`src/rtl/display_pkg.sv`:
```
// Shared definitions for the character display write path.
// Contents:
//   COLS, ROWS, FIFO_DEPTH   - screen geometry and TX FIFO size
//   CHAR_SPACE               - VRAM code written when clearing
//   LAST_COL/ROWS_W/LAST_SWEEP - sized constants for comparisons
//   state_e                  - write-sequencer states
//   is_cr()/is_ignored()     - control-character classification
package display_pkg;

  localparam int COLS       = 40;
  localparam int ROWS       = 24;
  localparam int FIFO_DEPTH = 4;

  localparam logic [5:0]  CHAR_SPACE = 6'd32;
  localparam logic [5:0]  LAST_COL   = 6'(COLS - 1);
  localparam logic [4:0]  ROWS_W     = 5'(ROWS);
  localparam logic [10:0] LAST_SWEEP = 11'h7FF;

  localparam logic [7:0] CR_CODE    = 8'h0D;
  localparam logic [7:0] CR_CODE_HI = 8'h8D;
  localparam logic [7:0] IGN_NUL    = 8'h00;
  localparam logic [7:0] IGN_LF     = 8'h0A;
  localparam logic [7:0] IGN_ESC    = 8'h9B;
  localparam logic [7:0] IGN_DEL    = 8'h7F;

  typedef enum logic [1:0] {
    S_IDLE,
    S_CHAR,
    S_SCROLL,
    S_CLR_ALL
  } state_e;

  // Carriage return in either parity form.
  function automatic logic is_cr(input logic [7:0] d);
    return (d == CR_CODE) || (d == CR_CODE_HI);
  endfunction

  // Codes that home the column but leave VRAM untouched.
  function automatic logic is_ignored(input logic [7:0] d);
    return (d == IGN_NUL) || (d == IGN_LF) || (d == IGN_ESC) || (d == IGN_DEL);
  endfunction

endpackage

```
`src/rtl/tx_char_fifo.sv`:
```
// Small synchronous FIFO buffering CPU TX characters.
// Ports:
//   clk, rst_n      - clock, async active-low reset
//   push, wr_data   - write request (ignored when full)
//   pop             - read request (ignored when empty)
//   flush           - empties the FIFO, wins over push/pop
//   rd_data         - head entry (valid when !empty)
//   full, empty     - occupancy flags
module tx_char_fifo #(
  parameter int DEPTH = 4,
  parameter int WIDTH = 8
) (
  input  logic             clk,
  input  logic             rst_n,
  input  logic             push,
  input  logic             pop,
  input  logic             flush,
  input  logic [WIDTH-1:0] wr_data,
  output logic [WIDTH-1:0] rd_data,
  output logic             full,
  output logic             empty
);

  localparam int AW = $clog2(DEPTH);

  logic [WIDTH-1:0] mem_q [DEPTH];
  // Pointers carry one extra wrap bit so full and empty are distinguishable.
  logic [AW:0] wr_ptr_q, wr_ptr_d;
  logic [AW:0] rd_ptr_q, rd_ptr_d;

  assign empty   = (wr_ptr_q == rd_ptr_q);
  assign full    = (wr_ptr_q[AW] != rd_ptr_q[AW]) &&
                   (wr_ptr_q[AW-1:0] == rd_ptr_q[AW-1:0]);
  assign rd_data = mem_q[rd_ptr_q[AW-1:0]];

  always_comb begin
    // NOTE: every always_comb output gets a default first so no latch is inferred.
    wr_ptr_d = wr_ptr_q;
    rd_ptr_d = rd_ptr_q;
    if (flush) begin
      wr_ptr_d = '0;
      rd_ptr_d = '0;
    end else begin
      if (push && !full)  wr_ptr_d = wr_ptr_q + 1'b1;
      if (pop  && !empty) rd_ptr_d = rd_ptr_q + 1'b1;
    end
  end

  // NOTE: the storage array has no reset; the pointers alone define which entries are valid.
  always_ff @(posedge clk) begin
    if (push && !full && !flush) mem_q[wr_ptr_q[AW-1:0]] <= wr_data;
  end

  always_ff @(posedge clk or negedge rst_n) begin
    // NOTE: sequential state uses non-blocking assignments so all flops update together.
    if (!rst_n) begin
      wr_ptr_q <= '0;
      rd_ptr_q <= '0;
    end else begin
      wr_ptr_q <= wr_ptr_d;
      rd_ptr_q <= rd_ptr_d;
    end
  end

endmodule

```
`src/rtl/display_write_ctrl.sv`:
```
// Sole writer of the 2048x6 character VRAM: prints CPU TX characters,
// advances the cursor, clears the row exposed by a scroll and sweeps the
// whole screen on clear. Exports cursor and scroll window to scan-out.
// Ports:
//   pixel_clock, reset_n  - clock, async active-low reset
//   pixel_clken           - clock enable, all state holds when low
//   cpu_clken, tx_we      - CPU write strobe (rising edge, qualified)
//   tx_data               - CPU character
//   clr_screen            - level request: clear screen, home cursor
//   tx_busy               - TX register cannot accept
//   vram_w_en/addr/din    - one-cycle VRAM write port
//   cursor_addr           - {cur_row, cur_col}
//   start_row             - first visible VRAM row
module display_write_ctrl
  import display_pkg::*;
(
  input  logic        pixel_clock,
  input  logic        reset_n,
  input  logic        pixel_clken,
  input  logic        cpu_clken,
  input  logic        clr_screen,
  input  logic        tx_we,
  input  logic [7:0]  tx_data,
  output logic        tx_busy,
  output logic        vram_w_en,
  output logic [10:0] vram_w_addr,
  output logic [5:0]  vram_din,
  output logic [10:0] cursor_addr,
  output logic [4:0]  start_row
);

  state_e      state_q, state_d;
  logic [7:0]  char_q, char_d;
  logic [4:0]  cur_row_q, cur_row_d;
  logic [5:0]  cur_col_q, cur_col_d;
  logic [4:0]  start_row_q, start_row_d;
  logic [4:0]  end_row_q, end_row_d;
  logic [5:0]  clr_col_q, clr_col_d;
  logic [10:0] sweep_q, sweep_d;
  logic        armed_q, armed_d;
  logic        vram_w_en_q, vram_w_en_d;
  logic [10:0] vram_w_addr_q, vram_w_addr_d;
  logic [5:0]  vram_din_q, vram_din_d;

  logic       fifo_push, fifo_pop, fifo_flush;
  logic       fifo_full, fifo_empty;
  logic [7:0] fifo_rd_data;
  logic       row_adv;
  logic [4:0] next_row;

  tx_char_fifo #(
    .DEPTH (FIFO_DEPTH),
    .WIDTH (8)
  ) u_fifo (
    .clk     (pixel_clock),
    .rst_n   (reset_n),
    .push    (fifo_push),
    .pop     (fifo_pop),
    .flush   (fifo_flush),
    .wr_data (tx_data),
    .rd_data (fifo_rd_data),
    .full    (fifo_full),
    .empty   (fifo_empty)
  );

  assign tx_busy     = fifo_full | (state_q == S_CLR_ALL) | clr_screen;
  assign vram_w_en   = vram_w_en_q;
  assign vram_w_addr = vram_w_addr_q;
  assign vram_din    = vram_din_q;
  assign cursor_addr = {cur_row_q, cur_col_q};
  assign start_row   = start_row_q;

  always_comb begin
    state_d       = state_q;
    char_d        = char_q;
    cur_row_d     = cur_row_q;
    cur_col_d     = cur_col_q;
    start_row_d   = start_row_q;
    end_row_d     = end_row_q;
    clr_col_d     = clr_col_q;
    sweep_d       = sweep_q;
    armed_d       = armed_q;
    vram_w_en_d   = 1'b0;
    vram_w_addr_d = vram_w_addr_q;
    vram_din_d    = vram_din_q;
    fifo_push     = 1'b0;
    fifo_pop      = 1'b0;
    fifo_flush    = 1'b0;
    row_adv       = 1'b0;
    next_row      = cur_row_q + 5'd1;

    if (pixel_clken) begin
      // One push per tx_we pulse; a pulse that meets tx_busy is consumed and lost.
      fifo_push = tx_we & cpu_clken & armed_q & ~tx_busy;
      if (!tx_we)         armed_d = 1'b1;
      else if (cpu_clken) armed_d = 1'b0;

      if (clr_screen) begin
        fifo_flush = 1'b1;
        state_d    = S_CLR_ALL;
        sweep_d    = '0;
        clr_col_d  = '0;
      end else begin
        unique case (state_q)
          S_IDLE: begin
            if (!fifo_empty) begin
              char_d   = fifo_rd_data;
              fifo_pop = 1'b1;
              state_d  = S_CHAR;
            end
          end

          S_CHAR: begin
            state_d = S_IDLE;
            if (is_cr(char_q)) begin
              cur_col_d = '0;
              row_adv   = 1'b1;
            end else if (is_ignored(char_q)) begin
              cur_col_d = '0;
            end else begin
              vram_w_en_d   = 1'b1;
              vram_w_addr_d = {cur_row_q, cur_col_q};
              // Bit 6 inverted maps ASCII letters onto the low glyph codes.
              vram_din_d    = {~char_q[6], char_q[4:0]};
              if (cur_col_q == LAST_COL) begin
                cur_col_d = '0;
                row_adv   = 1'b1;
              end else begin
                cur_col_d = cur_col_q + 6'd1;
              end
            end
            if (row_adv) begin
              cur_row_d = next_row;
              // Cursor stepped past the window: slide it and blank the new row.
              if (next_row == end_row_q) begin
                start_row_d = start_row_q + 5'd1;
                end_row_d   = end_row_q + 5'd1;
                clr_col_d   = '0;
                state_d     = S_SCROLL;
              end
            end
          end

          S_SCROLL: begin
            vram_w_en_d   = 1'b1;
            vram_w_addr_d = {cur_row_q, clr_col_q};
            vram_din_d    = CHAR_SPACE;
            if (clr_col_q == LAST_COL) begin
              clr_col_d = '0;
              state_d   = S_IDLE;
            end else begin
              clr_col_d = clr_col_q + 6'd1;
            end
          end

          S_CLR_ALL: begin
            vram_w_en_d   = 1'b1;
            vram_w_addr_d = sweep_q;
            vram_din_d    = CHAR_SPACE;
            if (sweep_q == LAST_SWEEP) begin
              sweep_d     = '0;
              cur_row_d   = '0;
              cur_col_d   = '0;
              start_row_d = '0;
              end_row_d   = ROWS_W;
              state_d     = S_IDLE;
            end else begin
              sweep_d = sweep_q + 11'd1;
            end
          end

          default: state_d = S_IDLE;
        endcase
      end
    end
  end

  always_ff @(posedge pixel_clock or negedge reset_n) begin
    if (!reset_n) begin
      state_q       <= S_CLR_ALL;
      char_q        <= '0;
      cur_row_q     <= '0;
      cur_col_q     <= '0;
      start_row_q   <= '0;
      end_row_q     <= ROWS_W;
      clr_col_q     <= '0;
      sweep_q       <= '0;
      armed_q       <= 1'b1;
      vram_w_en_q   <= 1'b0;
      vram_w_addr_q <= '0;
      vram_din_q    <= '0;
    end else begin
      state_q       <= state_d;
      char_q        <= char_d;
      cur_row_q     <= cur_row_d;
      cur_col_q     <= cur_col_d;
      start_row_q   <= start_row_d;
      end_row_q     <= end_row_d;
      clr_col_q     <= clr_col_d;
      sweep_q       <= sweep_d;
      armed_q       <= armed_d;
      vram_w_en_q   <= vram_w_en_d;
      vram_w_addr_q <= vram_w_addr_d;
      vram_din_q    <= vram_din_d;
    end
  end

endmodule
```
`config.mk`:
```
export PLATFORM = sky130hd
export DESIGN_NAME = display_write_ctrl
export DESIGN_NICKNAME = d
export VERILOG_FILES = /design/src/rtl/display_pkg.sv /design/src/rtl/tx_char_fifo.sv /design/src/rtl/display_write_ctrl.sv
export SDC_FILE = /design/constraint.sdc
export NUM_CORES = 1
export LEC_CHECK = 0
export CORE_MARGIN = 4
export CORE_UTILIZATION = 28
export CTS_CLUSTER_DIAMETER = 50
export DETAILED_ROUTE_END_ITERATION = 12
export GPL_TIMING_DRIVEN = 0
export HOLD_SLACK_MARGIN = 0.08
export PLACE_DENSITY_LB_ADDON = 0.2
export SYNTH_ARGS = -nofsm -noshare
export SYNTH_HDL_FRONTEND = slang
export SYNTH_SLANG_ARGS = --single-unit
```
`constraint.sdc`:
```
create_clock -name pixel_clock -period 2.55 [get_ports pixel_clock]
set_clock_uncertainty 0.05 [all_clocks]
set_input_delay 0.3825 -clock pixel_clock [delete_from_list [all_inputs] [get_ports pixel_clock]]
set_output_delay 0.3825 -clock pixel_clock [all_outputs]
set_load 0.02 [all_outputs]
```
Yosys cells after proc, flatten, opt, wreduce, memory -nomap -nowiden --
Memory sizes are Yosys's and may differ from the RTL's. A register that Yosys moved wholly into a read port is not among the register bits. Cells that the tools add are included.
Word-level totals: flip-flop bits (word level) 65, bits in writable memories 32, input bits 14, output and inout bits 35, word-level logic and storage cells 151, memories 1
Memory list:
- u_fifo.mem_q | words 4, width 8, rd ports 1, clocked after Yosys merged registers in 1, wr ports 1, line tx_char_fifo.sv:26 | logic [WIDTH-1:0] mem_q [DEPTH];
Cells by class: $add $sub $neg 8, equality and inequality tests 26, muxes and demuxes 62, bitwise operators 9, reduce and logical (&&, ||, !) cells 32
Operators by type and width (count):
- $mux 6 | 10
- $mux 11 | 5
- $pmux 6 s2 | 3
- $mux 5 | 7
- $pmux 11 s3 | 1
- $pmux 5 s2 | 3
- $mux 1 | 21
- $eq 8x4->1 const B | 2
- $eq 8x8->1 const B | 2
- $reduce_and 4->1 | 4
- $add 5x1->5 const B | 3
- $reduce_and 5->1 | 3
- $add 6x1->6 const B | 2
- $eq 6x6->1 const B | 2
- $mux 2 | 6
- $mux 3 | 4
- $ne 3x3->1 const B | 4
- $add 11x1->11 const B | 1
- $eq 11x11->1 const B | 1
- $ne 2x2->1 const B | 5
- $reduce_bool 2->1 | 5
- $eq 8x7->1 const B | 1
- $logic_not 8->1 | 1
- $pmux 2 s4 | 1
- other kinds (21) | 40

Depth between registers and ports, before layout --
word-level depth 12, depth in mapped cells 9, mapped depth without buffers 7

By module --
A second synthesis with hierarchy kept.
Unflattened totals: cell total of the unflattened synthesis 517, area total of the unflattened synthesis 5420.2 um^2
Modules (own cells, without submodules):
- display_write_ctrl | times used 1, cells each 411, area each 3713.6 um^2, seq. area each 1682.9 um^2
- tx_char_fifo | times used 1, cells each 106, area each 1706.6 um^2, seq. area each 1111.1 um^2

Worst setup path before layout --
Ideal clock, no wire load.
path kind register -> register, start point register u_fifo.rd_ptr_q[0], end point register u_fifo.wr_ptr_q[2], setup time 0.127 ns, data arrival time 2.131 ns, required time 2.373 ns, setup slack 0.242 ns, cell stages (with the launch flop) 8, buffers on the path 1, clock period less this slack 2.308 ns, path through dfrtp_1 -> buf_4 -> xor2_1 -> o31ai_1 -> nor3_1 -> and2_1 -> xnor2_1 -> nor2_1
On the way: cells in the longest elaborated chain, start to end 9, elaborated cells on any way between the ends 10, those cells by class 1 x eq/ne; 1 x mux; 4 x bitwise; 4 x reduce/logical
Ends and longest elaborated chain:
- start: declaration | line tx_char_fifo.sv:29 | logic [AW:0] rd_ptr_q, rd_ptr_d;
- start signal: assignment | line tx_char_fifo.sv:61 | rd_ptr_q <= rd_ptr_d;
- $eq 2x2->1 | line tx_char_fifo.sv:33 | (wr_ptr_q[AW-1:0] == rd_ptr_q[AW-1:0]);
- $logic_and 1x1->1 | line tx_char_fifo.sv:32 | assign full = (wr_ptr_q[AW] != rd_ptr_q[AW]) &&
- $or 1x1->1 (2 in series) | line display_write_ctrl.sv:66 | assign tx_busy = fifo_full | (state_q == S_CLR_ALL) | clr_screen;
- net tx_busy | line display_write_ctrl.sv:24 | output logic tx_busy,
- $not 1->1 | line display_write_ctrl.sv:94 | fifo_push = tx_we & cpu_clken & armed_q & ~tx_busy;
- $and 1x1->1 | line display_write_ctrl.sv:94
- $mux 1 | line display_write_ctrl.sv:92 | if (pixel_clken) begin
- $logic_and 1x1->1 | line tx_char_fifo.sv:44 | if (push && !full) wr_ptr_d = wr_ptr_q + 1'b1;
- $reduce_bool 2->1 (no line)
- end signal: assignment | line tx_char_fifo.sv:60 | wr_ptr_q <= wr_ptr_d;
- end: declaration | line tx_char_fifo.sv:28 | logic [AW:0] wr_ptr_q, wr_ptr_d;
The timed path passes the listed nets, and every way through them passes these cells. A chain may end at the register's enable or synchronous reset.

Worst setup path after layout --
start point register cur_row_q[0], end point register clr_col_q[5]
On the way: cells in the longest elaborated chain, start to end 4
Ends and longest elaborated chain:
- start: declaration | line display_write_ctrl.sv:34 | logic [4:0] cur_row_q, cur_row_d;
- start signal: assignment | line display_write_ctrl.sv:195 | cur_row_q <= cur_row_d;
- $add 5x1->5 | line display_write_ctrl.sv:90 | next_row = cur_row_q + 5'd1;
- $eq 5x5->1 | line display_write_ctrl.sv:135 | if (next_row == end_row_q) begin
- $ne 3x3->1 (no line)
- $reduce_and 4->1 (no line)
- end signal: assignment | line display_write_ctrl.sv:199 | clr_col_q <= clr_col_d;
- end: declaration | line display_write_ctrl.sv:38 | logic [5:0] clr_col_q, clr_col_d;
No other way between the ends.

==> results.py <==
metrics = {
    "clock_tree": {
        "cts_buffer_depth": 2,
        "cts_max_level": 3,
        "cts_made_buffers": 9,
        "cts_num_sinks": 105,
        "clock_latency_ps": 360,
        "cts_root_buf": "clkbuf_16",
        "path_clk_slew_ps": 70,
        "cts_tree": "yes",
    },
    "timing": {
        "fin_ws_ps": 122.3,
        "relSlewSlack": 0.6077,
        "drv_slew": 0,
        "rsz0062_at_grt": "yes",
        "fin_crit_sh": 0.9521,
        "setup_viol": 0,
        "clock.fmax_mhz": 411.9,
        "hold_viol": 0,
        "worst_pin_slew_ps": 582.2,
        "fin_crit_ps": 2428,
        "whs_ps": 420.2,
    },
    "synth": {
        "syn_area_sq_um": 5225,
        "synth_compound_area_frac": 0.1477,
        "synth_adder_area_share": 0.02634,
        "synth-seq-cells": 105,
        "synth_most_common_cell": "dfrtp_1",
        "yosys.area.top_type": "dfrtp_1",
        "ys_top_cells_by_area": "dfrtp_1, edfxtp_1, mux4_2, nor2_1, mux2i_1",
        "ys_seq_area_frac": 0.5347,
        "synth_commonest_cells": "dfrtp_1, nor2_1, nand2_1, edfxtp_1, o21ai_0",
        "netlist_instances": 456,
        "synth_top_family_by_area": "compound AO/OA/AOI/OAI gates",
        "yosys.area_share.xor_xnor": 0.02514,
        "synth-simple-area-share": 0.1470,
        "yosysUniqueCellTypes": 65,
        "synth_edf_count": 32,
        "synth_fp_nets": 481,
        "yosys-mux-area-fraction": 0.09124,
        "synth_top_cell_area_share": 0.3257,
        "synth_flop_cell": "dfrtp_1",
        "synth_warnings": 0,
        "async_flop_share": 0.6952,
        "syn_area_per_cell_sq_um": 11.46,
    },
    "worst_hold_path": {
        "hold_class": "in -> reg",
    },
    "die": {
        "fp.dieW_um": 144.6,
        "die_h_um": 144.6,
        "rows": 49,
        "die_area_sq_um": 20910,
        "coreArea_sq_um": 18150,
        "initial_core_util": 0.2879,
        "ios": 49,
    },
    "route": {
        "vias": 3738,
        "wl_mm": 12.66,
        "met2WireLength_mm": 6.381,
        "final_antenna_net_count": 0,
        "wl_met1_mm": 5.593,
        "top_layer_used": "met4",
        "dr.pass1.iters": 4,
        "wl_met3_um": 554,
        "drt_iter0_drc": 167,
        "vias_per_cell": 4.971,
        "remaining_drc_errors": 0,
        "wl_per_cell_um": 16.83,
    },
    "critical_path": {
        "critical_path_class": "reg -> reg",
        "worstPathMaxFanout": 7,
        "startpoint_type": "register",
        "crit_required_ps": 2760,
        "cp-end-kind": "register",
        "cp.arrival_ps": 2640,
    },
    "place": {
        "dp_cells": 733,
        "gp_congestion": 0.8491,
        "io_buffers": 47,
        "dp_hpwl_mm": 9.352,
        "place_area_sq_um": 6007,
        "pre_cts_ws_ps": -312.4,
    },
    "outcome": {
        "outcome": "finished clean",
    },
    "pwr": {
        "p_per_area_nw_per_um2": 933.9,
        "p_leak_nw": 2.618,
        "switching_share": 0.3573,
        "combinationalPowerShare": 0.351,
        "switching_power_mw": 2.141,
        "p_int_mw": 3.850,
        "p_seq_frac": 0.398,
        "pwr-share-clk": 0.250,
        "ir_worst_vdd_mv": 0.4168,
    },
    "grt": {
        "grt.overflow.total": 0,
        "grt_max_degree": 46,
        "antenna_found_initial": 0,
        "grt_pass1_wl_mm": 20.25,
        "grt_pass1_vias": 3721,
        "track_usage": 0.1273,
    },
    "final_layout": {
        "layoutNonFillerInstCount": 752,
        "layout.nets": 543,
        "antenna_cells": 0,
        "syn_to_final_growth_pct": 22.77,
        "final_area_sq_um": 6415,
        "drive_above_1_share": 0.1797,
    },
    "run": {
        "max-cap-violations": 0,
    },
}
-- area by class of cell --
type,count,area (sq um)
multi-input combinational,321,2351
buffer,19,105.1
clock inverter,6,88.84
clock buffer,10,229.0
fill,1829,11730
timing repair buffer,51,519.2
inverter,11,41.29
sequential,105,2794
tap,229,286.5
-- worst max-delay path, stage by stage, from the launching register on --
cell	delay, ps
dfrtp_1	490
ha_2	330
xor2_1	180
nor4_4	400
a2111oi_4	120
buf_4	180
or2_4	270
o41ai_2	300
-- timing repair --
action	4_1_cts	5_1_grt
pin swaps	0	3
setup buffers	0	2
hold buffers	1	0
endpoints found under the setup margin	40	70
endpoints found under the hold margin	26	0
gates resized for setup	6	10
cloned	0	0
-- through the flow --
| stage | power [mW] | util | TNS (ps) |
|---|---|---|---|
| 3_3_place_gp | 4.439 | 0.3296 | -130210 |
| 3_5_place_dp | 4.473 | 0.3310 | -11340 |
| 2_1_floorplan | 3.638 | - | 0 |
| 5_1_grt | 6.360 | 0.3535 | -103.1 |
| 4_1_cts | 6.011 | 0.3507 | 0 |
| 6_report | 5.991 | 0.3535 | 0 |
-- layout by cell type, fill, tap and decap left out, types with 10 or more instances in the layout --
cell type / count
mux2i_1: 15
edfxtp_1: 32
inv_1: 11
a21oi_1: 18
mux2_2: 13
and3_1: 10
nor2_1: 43
nand3_1: 13
ha_1: 10
nand2_1: 36
o21ai_0: 30
a31oi_1: 10
dfrtp_1: 68
clkdlybuf4s50_1: 45
-- path summary, 6_finish.rpt --
kind	start	endpoint	slack, ps	cells after the start
min in group asynchronous	reset_n	vram_w_addr[9]$_DFFE_PN0P_	460	2
max in group asynchronous	reset_n	state_q[1]$_DFFE_PN1P_	1380	3
worst min-delay path	clr_screen	clr_col_q[1]$_DFFE_PN0P_	420	4
worst max-delay path	cur_row_q[0]$_DFFE_PN0P_	clr_col_q[5]$_DFFE_PN0P_	120	7
worst min register to register	armed_q$_DFFE_PN1P_	armed_q$_DFFE_PN1P_	440	2
worst max register to register	cur_row_q[0]$_DFFE_PN0P_	clr_col_q[5]$_DFFE_PN0P_	120	7
-- flip-flops by register name (all words and copies together) (netlist names), 6 cells and up --
name          flops
char_q            8
clr_col_q         6
cur_col_q         6
sweep_q          11
u_fifo.mem_q     32
vram_din          6
vram_w_addr      11
-- cell families after synthesis --
logic type / count (synthesis)
adders and majority gates: 11
xor gates and xnor gates: 15
AOI/OAI and AO/OA: 105
muxes: 36
DFF: 105
and+or+nand+nor: 154
buffers and inverters: 30
-- power groups by stage --
stage | logic, mW | clock network (mW) | registers, mW
global route | 2.30 | 1.62 | 2.44
finish | 2.10 | 1.50 | 2.39
detailed placement | 2.05 | 0 | 2.43
CTS | 2.07 | 1.54 | 2.40
floorplan | 1.09 | 0 | 2.55
global placement | 2.02 | 0 | 2.42
-- routing by layer --
metal / vias to the layer above / GRT usage
met3: 11 / 0.03406
met4: 0 / 0.03142
met1: 1832 / 0.1643
met5: - / 0
li1: 1830 / -
met2: 65 / 0.2131
No activity file was read; power rests on OpenSTA's default activity.
